File: config.mk
export PLATFORM = sky130hd
export DESIGN_NAME = fetch_ctrl
export DESIGN_NICKNAME = d
export VERILOG_FILES = /design/src/rtl/fetch_ctrl.sv
export SDC_FILE = /design/constraint.sdc
export NUM_CORES = 1
export LEC_CHECK = 0
export CAP_MARGIN = 20
export CORE_MARGIN = 2
export CORE_UTILIZATION = 49
export DETAILED_ROUTE_END_ITERATION = 10
export PLACE_DENSITY = 0.8
export REMOVE_ABC_BUFFERS = 1
export SYNTH_ARGS = -nofsm -noshare
export SYNTH_HDL_FRONTEND = slang
export SYNTH_SLANG_ARGS = --single-unit
File: constraint.sdc
create_clock -name clk -period 10.75 [get_ports clk]
set_input_delay 1.6125 -clock clk [delete_from_list [all_inputs] [get_ports clk]]
set_output_delay 1.6125 -clock clk [all_outputs]
set_load 0.01 [all_outputs]
File: src/rtl/fetch_ctrl.sv
// Instruction fetch controller: walks pc through instruction memory and
// buffers fetched words in a two-entry queue for the consumer. A branch
// redirects fetch and flushes the queue. When pc leaves the memory range,
// fetch wraps back to RESET_PC and wrap pulses for one cycle.
module fetch_ctrl #(
  parameter int unsigned MAX_SIZE = 1024,
  parameter logic [31:0] RESET_PC = 32'h0000_0000,
  parameter int unsigned DEPTH    = 2
) (
  input  logic        clk,
  input  logic        reset,
  input  logic        go,
  input  logic        stall,
  input  logic        branch,
  input  logic [31:0] branch_address,
  output logic        imem_en,
  output logic [31:0] imem_addr,
  input  logic [31:0] imem_instruction,
  output logic        inst_valid,
  input  logic        inst_ready,
  output logic [31:0] inst_out,
  output logic [31:0] inst_pc,
  output logic        wrap,
  output logic        misalign
);

  typedef enum logic {IDLE = 1'b0, FETCH = 1'b1} state_e;

  localparam logic [31:0] MAX_WORD = 32'(MAX_SIZE - 1);
  localparam logic [1:0]  DEPTH_C  = 2'(DEPTH);

  state_e      state_q, state_d;
  logic [31:0] pc_q, pc_d;
  logic [1:0]  count_q, count_d;
  logic        head_q, head_d;
  logic        wrap_q, wrap_d;
  logic        misalign_q, misalign_d;

  // Queue payload; contents are only meaningful while counted, so no reset
  logic [31:0] ent_pc_q  [2];
  logic [31:0] ent_ins_q [2];

  logic        range_ok;
  logic        pop;
  logic        fetch_ok;
  logic        tail;

  // Handshake qualifiers shared by the next-state logic and the queue write
  always_comb begin
    range_ok = ({2'b00, pc_q[31:2]} <= MAX_WORD);
    pop      = (count_q != 2'd0) && inst_ready && !stall && !branch;
    fetch_ok = (state_q == FETCH) && !stall && !branch && range_ok &&
               ((count_q < DEPTH_C) || pop);
    // With two slots the tail is the head when empty or full, else the other slot
    tail     = head_q ^ count_q[0];
  end

  // Next-state logic: branch overrides everything, stall freezes the rest
  always_comb begin
    state_d    = state_q;
    pc_d       = pc_q;
    count_d    = count_q;
    head_d     = head_q;
    wrap_d     = 1'b0;
    misalign_d = misalign_q;
    if (branch) begin
      state_d    = FETCH;
      pc_d       = {branch_address[31:2], 2'b00};
      count_d    = 2'd0;
      misalign_d = misalign_q | (branch_address[1:0] != 2'b00);
    end else begin
      count_d = count_q + {1'b0, fetch_ok} - {1'b0, pop};
      head_d  = head_q ^ pop;
      if (fetch_ok) begin
        pc_d = pc_q + 32'd4;
      end
      if (!stall) begin
        unique case (state_q)
          IDLE: begin
            if (go) begin
              state_d = FETCH;
            end
          end
          FETCH: begin
            if (!range_ok) begin
              pc_d   = RESET_PC;
              wrap_d = 1'b1;
            end
          end
          default: state_d = IDLE;
        endcase
      end
    end
  end

  // Control state register with asynchronous active-low reset
  always_ff @(posedge clk or negedge reset) begin
    if (!reset) begin
      state_q    <= IDLE;
      pc_q       <= RESET_PC;
      count_q    <= 2'd0;
      head_q     <= 1'b0;
      wrap_q     <= 1'b0;
      misalign_q <= 1'b0;
    end else begin
      state_q    <= state_d;
      pc_q       <= pc_d;
      count_q    <= count_d;
      head_q     <= head_d;
      wrap_q     <= wrap_d;
      misalign_q <= misalign_d;
    end
  end

  // Capture the fetched word and its address into the tail slot
  always_ff @(posedge clk) begin
    if (fetch_ok) begin
      ent_pc_q[tail]  <= pc_q;
      ent_ins_q[tail] <= imem_instruction;
    end
  end

  // Output drive; head fields are forced to zero while the queue is empty
  always_comb begin
    imem_en    = fetch_ok;
    imem_addr  = pc_q;
    inst_valid = (count_q != 2'd0);
    inst_out   = inst_valid ? ent_ins_q[head_q] : 32'd0;
    inst_pc    = inst_valid ? ent_pc_q[head_q]  : 32'd0;
    wrap       = wrap_q;
    misalign   = misalign_q;
  end

endmodule

# Yosys cells after proc, flatten, opt, wreduce, memory -nomap -nowiden
# Memories as Yosys holds them, arrays and structs flattened.
# Cells that the tools add are included.
totals:
  ff_bits: 38
  latchBits: 0
  ramBits: 128
  romBits: 0
  word_cells: 47
  memories: 2
classes:
  n_addsub: 3
  multipliers: 0
  div: 0
  magnitude_cmp: 2
  n_eq_ne: 1
  n_shift: 0
  mux: 18
  bitwise: 3
  reduce_logical: 12
memory_table:
  columns: ["name", "words", "width", "rd", "rd_ports_with_merged_regs", "wr", "line", "source"]
  rows:
  - ["ent_ins_q", 2, 32, 1, 0, 1, "41", "logic [31:0] ent_ins_q [2];"]
  - ["ent_pc_q", 2, 32, 1, 0, 1, "40", "logic [31:0] ent_pc_q [2];"]
ops:
  columns: ["cell", "count"]
  rows:
  - ["2-to-1 mux 32 bit", 7]
  - ["adder 32 x 3 -> 32 bit, second input constant", 1]
  - ["less-or-equal comparator 30 x 10 -> 1 bit, second input constant", 1]
  - ["2-to-1 mux 1 bit", 10]
  - ["logical AND 1 bit", 7]
  - ["nonzero test 2 bit", 2]
  - ["adder 2 x 1 -> 2 bit", 1]
  - ["zero test 1 bit", 2]
  - ["less-than comparator 2 bit, second input constant", 1]
  - ["2-to-1 mux 2 bit", 1]
  - ["!= test 2 x 1 -> 1 bit, second input constant", 1]
  - ["subtractor 2 x 1 -> 2 bit", 1]
  - ["XOR 1 bit", 2]
  - ["logical OR 1 bit", 1]
  - ["OR 1 bit", 1]

# Longest topological paths before layout
# Gate-level depths: netlist of run 1.
logic_depth:
  word_depth: 11
  depth_mapped: 8

# Worst setup path after synthesis of run 1
# OpenSTA, ideal clock, no wires.
synth_path:
  path_type: "input to register"
  from: "input port branch"
  to: "memory ent_ins_q[1][0], enable pin"
  setup_time_ns: 0.635
  arrival_ns: 7.909
  required_ns: 10.115
  path_slack_ns: 2.206
  cell_stages: 3
  path_buffers: 0
  cell_sequence: "nor2_1 > nand3_2 > nor4_1"
synth_via:
  elab_chain_cells: 6
  elab_cells_between_ends: 8
synth_rtl:
  columns: ["element", "line", "source"]
  rows:
  - ["from (decl)", "14", "input logic branch,"]
  - ["zero test 1 bit (*)", "51, 52", null]
  - ["logical AND 1 bit, on equally long branches", "52, 51", null]
  - ["logical AND 1 bit / logical OR 1 bit (equally long branches)", "52, 53", null]
  - ["logical AND 1 bit (*)", "52", "fetch_ok = (state_q == FETCH) && !stall && !branch && range_ok &&"]
  - ["2-to-1 mux 1 bit (*)", "117", "if (fetch_ok) begin"]
  - ["2-to-1 mux 1 bit (not written as such) (*)", "119", "ent_ins_q[tail] <= imem_instruction;"]
  - ["to (decl)", "41", null]
# Every way passes the cells marked *; elsewhere a longest branch is shown, timed or not.

# Worst setup path after layout of run 1
layout_path:
  from: "input port branch"
  to: "output port imem_en"
layout_via:
  elab_chain_cells: 4
  elab_cells_between_ends: 6
layout_rtl:
  columns: ["element", "line", "source"]
  rows:
  - ["zero test 1 bit (*)", "51, 52", null]
  - ["logical AND 1 bit, on equally long branches", "52, 51", null]
  - ["logical AND 1 bit / logical OR 1 bit (equally long branches)", "52, 53", null]
  - ["logical AND 1 bit (*)", "52", null]
  - ["to (decl)", "16", "output logic imem_en,"]
# Marks and branches as above.

==> impl_results.md, run 1 <==
* Kind of end point of the critical path: output port
* IO Count at 170
* Synth top area cells: edfxtp_1, dfrtp_1, mux2i_1, nor2_1, a22o_1
* CP peak stage delay at around 0.6 ns
* Die Width at between 100 and 150 microns
* Max Cap Violations at 0
* Antenna Nets Post-Route at 0
* Yosys warning total at 0
* Post-route insts no fill at about 780
* Maximum vdd drop at a little over 0.08 mV
* Std-Cell Rows at 42
* Initial antenna violation count at 0
* Synth cell types at 40
* Synthesized area per cell at around 15 sq um
* Fin crit share at between 40% and 50%
* Crit Path Category: input pin to output port
* First-pass detailed-route iteration total at 4
* #FFs+latches synth at between 150 and 200
* Sequential area share after synthesis at 71.4%
* DR iter-0 viols at 360
* Final Power at ~0.0014 W
* CTS buffer count at 17
* DIE HEIGHT at between 100 and 150 microns
* RSZ-0062 raised after global routing: false
* Initial Util at approximately 50%
* Die Area at approximately 14000 sq um
* Total power per unit cell area at about 160 nW/um^2
* CP dominant cell by count: clkdlybuf4s50_1
* Leakage at about 3.1 nW
* Vias in the first global route at ~4100
* Worst-Skew Late Latency at 0.42 ns
* Clock tree buffer depth at 2
* H-tree depth at 4
* Post-Synthesis Cell Area at approximately 6500 sq um
* Fillcell total at 891
* CTS tree: done
* Synth top area share at between 50% and 60%
* Hold Startpoint: misalign
* Post-CTS Setup Inserts at 0
* Final Critical Period at about 5.3 ns
* Core Box Area at 13100 sq um
* Multi-input logic area at ~1700 sq um
* Synth-to-Final Area Change at 36.8%
* FF-to-FF path depth at 5
* Clock skew at ~0.0084 ns
* Final Hold Fails at 0
* Worst Tran Pin Value at a little under 0.9 ns
* Post-synth EDFFs at between 100 and 150
* Rel. slew slack at between 40 and 50%
* Clock Sinks at 160
* Setup crit start: branch
* Critical Path, Cell by Cell: clkdlybuf4s50_1 -> buf_4 -> nor2_1 -> nand3_2 -> nor3_1 -> clkdlybuf4s50_1
* Drt wl/cell at ~18 microns
* Most common cell after layout, fill and taps aside: clkdlybuf4s50_1
* Register Area at ~4600 sq um
* First-pass GRT wire length at ~22000 microns
* Run status: finished clean
* Pin count of the biggest net entering global routing at 65
* Worst Path Required at between 9 and 10 ns
* Cells after Synth at between 400 and 500
* Post-cts sizing count at 0
* CP max FO at between 40 and 50
* Master of the slowest instance on the critical path: clkdlybuf4s50_1
* GR Util All Layers at 19.9%
* Main synth FF type: edfxtp_1
* Cells after DPL at 743
* WL final at around 14000 microns
* Most frequent cells in the layout: clkdlybuf4s50_1, edfxtp_1, nor2_1
* Via density per instance at 5.30
* Worst-path clk slew at approximately 0.060 ns
* Hold Buf Count CTS at 0
* FFs w/ async S/R, synth at about 23%
* Number of port buffers at between 150 and 200
* CP arrival at about 3.7 ns
* Pins Over Slew Limit at 0
* Fin Setup TNS at 0 ns
* Share of cells above drive strength 1 at 9.17%
* Post-DP HPWL at ~8700 microns
* Reg-to-reg critical path startpoint: imem_addr[13]
* Peak Freq at between 150 and 200 MHz
* Final setup fails at 0
* Worst setup SP type: input pin
* CTS root buffer: clkbuf_16
* Post-route DRC at 0
* # diodes at 0
* Hold Path Class: register to register
* Layout Nets at 660
* Worst hold path depth at 1
* Final GP Congestion at 0.789
* Synth area leader: edfxtp_1
* Overflow after GRT at 0
* DR vias at just over 4000
state kept, by name (all words and copies together) (netlist names):
register,cells
ent_ins_q,64
ent_pc_q,60
imem_addr,30
count_q,2
head_q,1
misalign,1
state_q,1
wrap,1
worst max-delay path, delay by kind of cell:
| kind | cells | cell delay, ns |
|---|---|---|
| buffers and inverters | 3 | 1.27 |
| and+or+nand+nor | 3 | 0.76 |
final timing paths:
path,to,slack (ns)
min in group asynchronous,imem_addr[16],1.29
max in group asynchronous,head_q,8.85
worst min-delay path,misalign,0.47
worst max-delay path,imem_en,5.48
worst min register to register,misalign,0.47
worst max register to register,ent_ins_q[0][2],8.10
where the power goes:
part / internal [W] / total (W) / switching (W)
combinational: 0.0000625 / 0.000105 / 0.0000427
clock: 0.000362 / 0.000589 / 0.000227
sequential: 0.000679 / 0.000698 / 0.0000193
area by class of cell:
| cell class | instances | share of cell area, % |
|---|---|---|
| clock inverters | 12 | 1.61 |
| flip-flops and latches | 160 | 52.2 |
| repair buffers | 170 | 19.2 |
| well taps | 176 | 2.49 |
| clock buffers | 20 | 4.93 |
| inverters | 6 | 0.254 |
| multi-input cells | 232 | 19.3 |
synth_stat cells (all sizes together) (4+ instances only):
cell / count
mux2i: 63
buf: 13
inv: 6
nor4: 13
nand2b: 4
a22o: 26
clkbuf: 10
edfxtp: 124
nand2: 5
nand3: 6
nor3: 4
and3: 4
dfrtp: 36
xor2: 9
nor2: 69
through the flow:
step | utilization, % | area [sq um] | hold WS [ns] | worst slack (ns)
global placement | 63.1 | 8250 | 0.454 | 5.56
finish | 67.7 | 8860 | 0.466 | 5.48
global route | 67.7 | 8860 | 0.501 | 5.34
detailed placement | 63.1 | 8250 | 0.454 | 5.53
floorplan | - | 6340 | 0.469 | 1.82
CTS | 67.5 | 8830 | 0.470 | 5.51
logic make-up after synthesis:
group | Yosys count | synth area share, %
flip-flops | 160 | 71.4
AND/OR/NAND/NOR | 116 | 9.31
multiplexers | 64 | 9.91
AO/OA/AOI/OAI | 34 | 4.60
buffers and inverters | 30 | 2.67
XOR/XNOR | 11 | 1.49
adder cells (fa/ha/maj) | 3 | 0.580
other | 1 | 0.0579
routing by layer:
| layer | GRT usage, % | routed length, microns | vias to the layer above |
|---|---|---|---|
| met5 | 0 | 0 | - |
| met4 | 5.95 | 176 | 0 |
| met3 | 5.75 | 799 | 15 |
| met2 | 33.0 | 6790 | 142 |
| met1 | 25.5 | 5870 | 2066 |
| li1 | - | - | 1890 |
Power figures use the tool's default switching activity.
==> run 2: changes to the inputs <==
==> constraint.sdc (replaced) <==
create_clock -name clk -period 5 [get_ports clk]
set_input_delay 0.75 -clock clk [delete_from_list [all_inputs] [get_ports clk]]
set_output_delay 0.75 -clock clk [all_outputs]
set_load 0.01 [all_outputs]
==> run 2 against run 1 <==
First-iteration DRC count fell by 27%. Sequential share of layout area about the same. Clock skew grew 0.0041 ns. Highest routed layer unchanged. Sequential cell count stayed put. Critical path type is now register to output port. Non-clock buffer count is 1 higher.
==> impl_results.md, run 2 (synthesized netlist as in run 1, its figures left out) <==
* Clock Sinks at 160
* Routing usage on met2 at 34.6%
* Worst Path Required at 4.25 ns
* Layout Nets at between 600 and 700
* Overflow after GRT at 0
* Internal Power at 0.00233 W
* Final Instance Area at 8870 sq um
* Most common cell after layout, fill and taps aside: clkdlybuf4s50_1
* # diodes at 0
* R2R setup slack at slightly above 2 ns
* Maximum vdd drop at between 0.2 and 0.25 mV
* Worst setup path endpoint: inst_pc[25]
* Post-DP Area at just over 8000 sq um
* Synth-to-Final Area Change at 36.9%
* Initial antenna violation count at 0
* Setup crit start: count_q[0]
* Initial Util at between 40 and 50%
* GR peak layer: met2
* Number of port buffers at between 150 and 200
* Sequential Power Share at ~50%
* Post-DP HPWL at approximately 9100 microns
* Final Hold Fails at 0
* Final core utilization at 67.8%
* Peak Freq at approximately 300 MHz
* Combinational power share at 7.3%
* R2r endpoint: ent_ins_q[0][0]
* FF-to-FF path depth at 5
* Worst setup SP type: register
* DR vias at just over 4000
* Fin crit share at 67.1%
* Worst slack at placement at 1.44 ns
* CP arrival at 2.61 ns
* Post-CTS Setup Inserts at 0
* Share of cells above drive strength 1 at about 10%
* RSZ-0062 raised after global routing: false
* Largest Register: ent_ins_q
* Hold Path Class: input pin to asynchronous set/reset pin
* Final setup fails at 0
* GR Util All Layers at approximately a fifth
* DIE HEIGHT at 119 microns
* CTS tree: done
* Post-cts sizing count at 0
* Leakage at between 3 and 4 nW
* Most frequent cells in the layout: clkdlybuf4s50_1, edfxtp_1, nor2_1
* Power share of the clock group at a little over two fifths
* Core Box Area at about 13000 sq um
* First-pass GRT wire length at between 20000 and 25000 microns
* Via density per instance at 5.30
* Clock skew at approximately 0.012 ns
* NetSw at roughly 0.00066 W
* Die Width at about 120 microns
* First-pass detailed-route iteration total at 4
* WL final at ~14000 microns
* Run status: finished clean
* Rel. slew slack at 42.3%
* Post-route DRC at 0
* Worst-Skew Late Latency at 0.43 ns
* Pins Over Slew Limit at 0
* Drt wl/cell at roughly 18 microns
* Max Cap Violations at 0
* GRT met1 Usage at between 20% and 30%
* Reg-to-reg critical path startpoint: imem_addr[13]
* Final Critical Period at about 3.4 ns
* Vias in the first global route at around 4300
* Net Sw Frac at between 20% and 30%
* Final GP Congestion at a little under 0.8
* Met3 Use GR at ~5.4%
* CP max FO at 34
* Kind of end point of the critical path: output port
* DR iter-0 viols at approximately 260
* Max FFs per register at 64
* Die Area at ~14000 sq um
* IO Count at 170
* Worst-path clk slew at approximately 0.06 ns
* Worst Tran Pin Value at about 0.87 ns
* Final setup margin at around 1.6 ns
* H-tree depth at 4
* Pin count of the biggest net entering global routing at 65
* Crit Path Category: register to output port
* Hold Buf Count CTS at 0
* Antenna Nets Post-Route at 0
* Total power per unit cell area at between 300 and 400 nW/um^2
* Std-Cell Rows at 42
* CTS root buffer: clkbuf_16
* Clock tree buffer depth at 2
* CTS buffer count at 17
[run 2: changes by cell type in the layout (fill, tap and decap cells not counted)]
cell | before | now
inv_8 | 0 | 1
buf_16 | 1 | 0
buf_12 | 0 | 1
clkinvlp_4 | 2 | 3
clkinv_4 | 1 | 3
bufinv_16 | 3 | 2
inv_6 | 0 | 3
clkbuf_1 | 3 | 0
clkinv_2 | 5 | 2
buf_4 | 4 | 5
[run 2: layout make-up]
class | count | area [sq um]
clock buffer | 17 | 425
fill | 897 | 4220
clock inverter | 15 | 160
multi-input combinational | 232 | 1710
inverter | 6 | 22.5
tap | 176 | 220
sequential | 160 | 4630
timing repair buffer | 171 | 1700
[run 2: layer usage]
metal	vias to the layer above	share of wire, %
met2	159	51
met4	0	1.4
met5	-	0
met1	2047	42
met3	15	5.7
li1	1900	-
[run 2: power groups by stage]
stage	Clock (W)	Combinational (W)	Sequential, W
finish	0.00127	0.000219	0.00151
global route	0.00135	0.000234	0.00151
CTS	0.00129	0.000209	0.00152
detailed placement	0	0.000207	0.00155
global placement	0	0.000202	0.00154
floorplan	0	0.0000805	0.00154
[run 2: how the worst min path moves through the flow]
stage	startpoint	endpoint	cells past startpoint
4_1_cts	reset	count_q[1]	1
6_report	reset	count_q[1]	1
3_3_place_gp	misalign	misalign	1
2_1_floorplan	reset	count_q[0]	0
3_5_place_dp	misalign	misalign	1
5_1_grt	misalign	misalign	1
[run 2: critical path, cell delays in order, from the launching register on]
cell and delay [ns]:
dfrtp_1 0.43, nor2_4 0.63, buf_4 0.48, nor2_1 0.09, clkdlybuf4s50_1 0.52
[run 2: through the flow]
step           total power [W]  std cells  TNS [ns]  hold WS (ns)
5_1_grt                0.00309        777         0         0.490
2_1_floorplan          0.00162        398   -243.68         0.454
6_report               0.00299        777         0         0.440
3_3_place_gp           0.00175        744         0         0.452
3_5_place_dp           0.00175        744         0         0.462
4_1_cts                0.00302        776         0         0.455
